**config.mk**
```make
export PLATFORM = sky130hd
export DESIGN_NAME = dram_read_arbiter
export DESIGN_NICKNAME = d
export VERILOG_FILES = /design/src/rtl/dram_read_arbiter.sv
export SDC_FILE = /design/constraint.sdc
export NUM_CORES = 1
export LEC_CHECK = 0
export ABC_CLOCK_PERIOD_IN_PS = 2350
export CAP_MARGIN = 25
export CELL_PAD_IN_SITES_DETAIL_PLACEMENT = 2
export CELL_PAD_IN_SITES_GLOBAL_PLACEMENT = 2
export CORE_MARGIN = 4
export CORE_UTILIZATION = 26
export CTS_BUF_LIST = sky130_fd_sc_hd__clkbuf_4
export DETAILED_ROUTE_END_ITERATION = 6
export GPL_TIMING_DRIVEN = 0
export HOLD_SLACK_MARGIN = 0.12
export PLACE_DENSITY = 0.87
export SLEW_MARGIN = 10
export SYNTH_ARGS = -nofsm -noshare
export SYNTH_HDL_FRONTEND = slang
export SYNTH_SLANG_ARGS = --single-unit
```
**constraint.sdc**
```tcl
create_clock -name clk -period 2.35 [get_ports clk]
set_input_delay 0.47 -clock clk [delete_from_list [all_inputs] [get_ports clk]]
set_output_delay 0.47 -clock clk [all_outputs]
set_load 0.005 [all_outputs]
```
**src/rtl/dram_read_arbiter.sv**
```systemverilog
// dram_read_arbiter
// Round-robin arbiter that gives two requesters (A, B) shared access to a
// single DRAM read block. It keeps at most one read outstanding, abandons
// a read after TIMEOUT cycles in WAIT, and returns either the data or a
// timeout error to the requester that was granted.
//
// Optional feature: define ROW_HIT_PRIO_EN to enable row-hit priority. When
// both requesters are valid and only one of them asks for the row of the
// last good read, that one is granted. A streak limit of 4 consecutive
// overrides keeps the other requester from starving.
//
// Ports
//   clk, rst                   clock, synchronous active-high reset
//   req_valid_a/b, req_row_a/b request handshake and row, per requester
//   req_ready_a/b              combinational grant (only in IDLE)
//   mem_valid, mem_row         one-cycle issue strobe and row to the DRAM block
//   mem_content, mem_done      read data and completion from the DRAM block
//   resp_valid_a/b             one-cycle response strobe, per requester
//   resp_data, resp_err        response data (0 on error) and timeout flag
//   busy                       high whenever the FSM is not in IDLE
//
// state | meaning
// IDLE  | arbitrate between pending requests, latch row and requester
// ISSUE | present mem_valid/mem_row to the DRAM block for one cycle
// WAIT  | wait for mem_done, or give up when the counter hits TIMEOUT-1
// RESP  | strobe resp_valid to the granted requester

module dram_read_arbiter #(
    parameter int TIMEOUT = 20
) (
    input  logic        clk,
    input  logic        rst,
    input  logic        req_valid_a,
    input  logic        req_valid_b,
    input  logic [3:0]  req_row_a,
    input  logic [3:0]  req_row_b,
    output logic        req_ready_a,
    output logic        req_ready_b,
    output logic        mem_valid,
    output logic [3:0]  mem_row,
    input  logic [31:0] mem_content,
    input  logic        mem_done,
    output logic        resp_valid_a,
    output logic        resp_valid_b,
    output logic [31:0] resp_data,
    output logic        resp_err,
    output logic        busy
);

    typedef enum logic [1:0] {IDLE, ISSUE, WAIT, RESP} state_t;

    localparam logic [4:0] CNT_LAST = 5'(TIMEOUT - 1);

    state_t     state;
    logic       ptr;        // 0 prefers A, 1 prefers B
    logic       gnt_b;      // requester of the outstanding read
    logic [4:0] wait_cnt;
    logic       grant_a;
    logic       grant_b;
    logic       override;

`ifdef ROW_HIT_PRIO_EN
    // last_row only feeds row-hit priority, so it lives with that feature.
    logic [3:0] last_row;
    logic       last_row_valid;
    logic [2:0] hit_streak;
    logic       hit_a;
    logic       hit_b;

    assign hit_a = last_row_valid && (req_row_a == last_row);
    assign hit_b = last_row_valid && (req_row_b == last_row);
`endif

    always_comb begin
        grant_a  = 1'b0;
        grant_b  = 1'b0;
        override = 1'b0;
        if (!rst && state == IDLE) begin
            if (req_valid_a && req_valid_b) begin
`ifdef ROW_HIT_PRIO_EN
                // A streak of 4 forces one plain round-robin grant.
                if ((hit_a != hit_b) && (hit_streak != 3'd4)) begin
                    override = 1'b1;
                    grant_a  = hit_a;
                    grant_b  = hit_b;
                end else begin
                    grant_a = !ptr;
                    grant_b = ptr;
                end
`else
                grant_a = !ptr;
                grant_b = ptr;
`endif
            end else begin
                grant_a = req_valid_a;
                grant_b = req_valid_b;
            end
        end
    end

    always_ff @(posedge clk) begin
        if (rst) begin
            state     <= IDLE;
            ptr       <= 1'b0;
            gnt_b     <= 1'b0;
            wait_cnt  <= 5'd0;
            mem_row   <= 4'd0;
            resp_data <= 32'd0;
            resp_err  <= 1'b0;
`ifdef ROW_HIT_PRIO_EN
            last_row       <= 4'd0;
            last_row_valid <= 1'b0;
            hit_streak     <= 3'd0;
`endif
        end else begin
            case (state)
                IDLE: begin
                    if (grant_a || grant_b) begin
                        gnt_b   <= grant_b;
                        mem_row <= grant_b ? req_row_b : req_row_a;
                        // Pointer moves to the requester not just served.
                        if (!override)
                            ptr <= grant_a;
`ifdef ROW_HIT_PRIO_EN
                        hit_streak <= override ? hit_streak + 3'd1 : 3'd0;
`endif
                        state <= ISSUE;
                    end
                end
                ISSUE: begin
                    wait_cnt <= 5'd0;
                    state    <= WAIT;
                end
                WAIT: begin
                    if (mem_done) begin
                        resp_data <= mem_content;
                        resp_err  <= 1'b0;
`ifdef ROW_HIT_PRIO_EN
                        last_row       <= mem_row;
                        last_row_valid <= 1'b1;
`endif
                        state <= RESP;
                    end else if (wait_cnt == CNT_LAST) begin
                        resp_data <= 32'd0;
                        resp_err  <= 1'b1;
`ifdef ROW_HIT_PRIO_EN
                        last_row_valid <= 1'b0;
`endif
                        state <= RESP;
                    end else begin
                        wait_cnt <= wait_cnt + 5'd1;
                    end
                end
                RESP: begin
                    state <= IDLE;
                end
            endcase
        end
    end

    // Strobes are state decodes, forced low while reset is asserted.
    assign req_ready_a  = grant_a;
    assign req_ready_b  = grant_b;
    assign mem_valid    = !rst && (state == ISSUE);
    assign resp_valid_a = !rst && (state == RESP) && !gnt_b;
    assign resp_valid_b = !rst && (state == RESP) && gnt_b;
    assign busy         = !rst && (state != IDLE);

endmodule

```
==> run metrics <==
outcome completed; num ports a little under 90; top cell type's share of synthesized area 0.503; Worst EP required between 1.5 and 2 ns; clock sinks 46; 1st-iter DRT viols 56; Cell variety after synth 37; Worst EP arrival 1.82 ns; number of max-cap violations 0; Post-synth top cells dfxtp_1, a32o_1, nand3_1; CP dominant cell by count clkdlybuf4s50_1; area grow syn2layout 59.1%; Leak ~0.0011 uW; Final HPWL DP around 4500 um; Final Max Tran Viols 0; fillers 741; Netlist Area Pre-Place approximately 1800 um^2; RSZ-0062 raised after global routing true; clock root buffer clkbuf_4; die area 8450 um^2; first-pass GRT wire length ~9600 um; CTS tree yes; DP Area 2820 um^2; first-pass detailed-route iteration total 4; cts hold-fix bufs 0; Ys Warns 0; GRT Residual Overflow 0; initial antenna violation count 0; CTS max path bufs 2; # DRC 0; HP Class reg -> reg; Die H between 90 and 100 um; Seq/Total Area, Yosys 0.503; Power Density just under 700 nW/um^2; Clock Latency Late Sink 0.38 ns; vias per cell 4.92; CP Capture Type output pin; GR Util All Layers 0.139; startpoint types input pin; Port Buffers 87; ys async rst share 0; synth top area cells dfxtp_1, a32o_1, ha_1; Top FF cell, synth dfxtp_1; Initial Util 0.268; max incr delay on CP ~0.50 ns; Detail Route Antenna Nets 0; RePlAce Congestion about 0.74; Inserted Clock Buffers 5; share of cells above drive strength 1 0.121; Final Cell Area 2910 um^2; Core Region 6830 um^2; post-place setup slack -0.396 ns; crit path cell chain clkdlybuf4s50_1 > and3b_2 > nand2_1 > inv_1 > clkdlybuf4s50_1; Routed Wire Length slightly below 6000 um; critical path class in -> out; die width 91.9 um; H-tree levels 2; Rel. slew slack 0.693; clock skew 0.0238 ns; Worst Tran Pin Value ~0.46 ns; final setup margin between 0.06 and 0.07 ns; Post-synth EDFFs 0; Vias roughly 1.8k; largest net degree at the start of global routing 16; Peak supply drop between 200 and 300 uV; vias in the first global route between 1.5k and 2k; ant diodes 0; worst-path fanout max 3; most instantiated library cell after synthesis dfxtp_1; fmax between 400 and 500 MHz; Avg Cell Area, Syn around 11 um^2; register bit total from synthesis between 40 and 50; final worst path period share 0.972; number of cell rows 30; minimum clock period after layout between 2 and 2.5 ns; Worst-path clk slew about 0.13 ns; crit path max-delay cell type clkdlybuf4s50_1; total nets after synthesis 219; endpoints failing hold 0; Post-Synthesis Cells approximately 170; Yosys top cell by area dfxtp_1; delay-heaviest family, CP buffers and inverters; net count of the finished layout 314; CP bufs+invs 3; WL/cell approximately 16 um; # setup viols final 0
## per-layer routing
layer	part of all wire	up-vias	track usage
li1	-	847	-
met1	0.42	877	0.168
met2	0.51	42	0.242
met3	0.055	6	0.0402
met4	0.011	0	0.0371
met5	0	-	0
## repair_timing
action                                 CTS  global route
endpoints found under the hold margin    0             0
buffers inserted                         1             1
pin swaps                                0             0
setup endpoints to repair                4             2
gates resized for setup                 11             3
## logic make-up (layout without fill, tap and decap cells)
family | after synthesis | in the layout | share of synthesized area
compound gates | 55 | 55 | 0.256
flops | 46 | 46 | 0.503
simple gates | 41 | 41 | 0.128
buf+inv | 18 | 114 | 0.0608
fa+ha+maj | 6 | 6 | 0.0410
mux | 2 | 2 | 0.0109
## cells in the final DEF, fill, tap and decap left out, types with 2 or more instances in the layout
cell type,count
nor2b_1,2
dlygate4sd2_1,2
a31oi_1,5
dfxtp_1,44
clkdlybuf4s50_1,85
clkbuf_4,6
buf_4,3
a21oi_1,5
and3b_2,2
nand2b_1,4
mux2i_1,2
and3_1,2
nand3b_1,2
o211ai_1,2
nor2_1,2
buf_6,3
nand2_1,8
o21ai_0,7
ha_1,5
inv_2,2
nand3_1,12
buf_2,3
clkbuf_1,2
a32o_1,31
clkbuf_2,2
## flip-flops by register name, summed over array words and instances (netlist names)
name	cells
mem_row	4
gnt_b	1
wait_cnt	5
resp_data	32
resp_err	1
state	2
ptr	1
## report_power, final
group	switching (uW)	total, uW	internal (uW)	leakage (uW)
logic	285	652	366	0.000661
clock network	273	389	117	0.0000312
registers	61.4	938	876	0.000374
## worst reg2reg max path: stages (launching register included)
cell	delay [ns]
dfxtp_4	0.38
inv_4	0.07
ha_1	0.13
clkbuf_2	0.21
nand2b_1	0.19
or4b_1	0.53
a21oi_1	0.15
## final cells by class
type,instances,area (um^2),share of cell area
plain buffers,13,93.8,0.0322
clock buffers,5,37.5,0.0129
clock inverters,3,21.3,0.00730
inverters,4,17.5,0.00601
multi-input cells,104,815,0.280
flip-flops and latches,46,926,0.318
well taps,96,120,0.0412
repair buffers,89,883,0.303
## metrics by stage
step	total power (uW)	std cells	setup TNS [ns]	utilization	hold slack (ns)
after floorplan	1230	168	0	-	0.444
after global placement	1540	351	-0.964	0.413	0.466
after detailed placement	1570	351	-1.08	0.413	0.485
after CTS	2010	359	0	0.425	0.505
after global routing	2130	360	-0.0420	0.427	0.526
final	1980	360	0	0.427	0.498
## path summary, 6_finish.rpt
| path | start | endpoint | slack (ns) | cells after the start |
|---|---|---|---|---|
| hold reg to reg | state[1] | state[1] | 0.50 | 2 |
| setup / recovery | req_valid_a | req_ready_a | 0.06 | 5 |
| hold / removal | state[1] | state[1] | 0.50 | 2 |
| setup reg to reg | state[0] | wait_cnt[2] | 0.63 | 6 |
(Power assumes the default switching activity.)
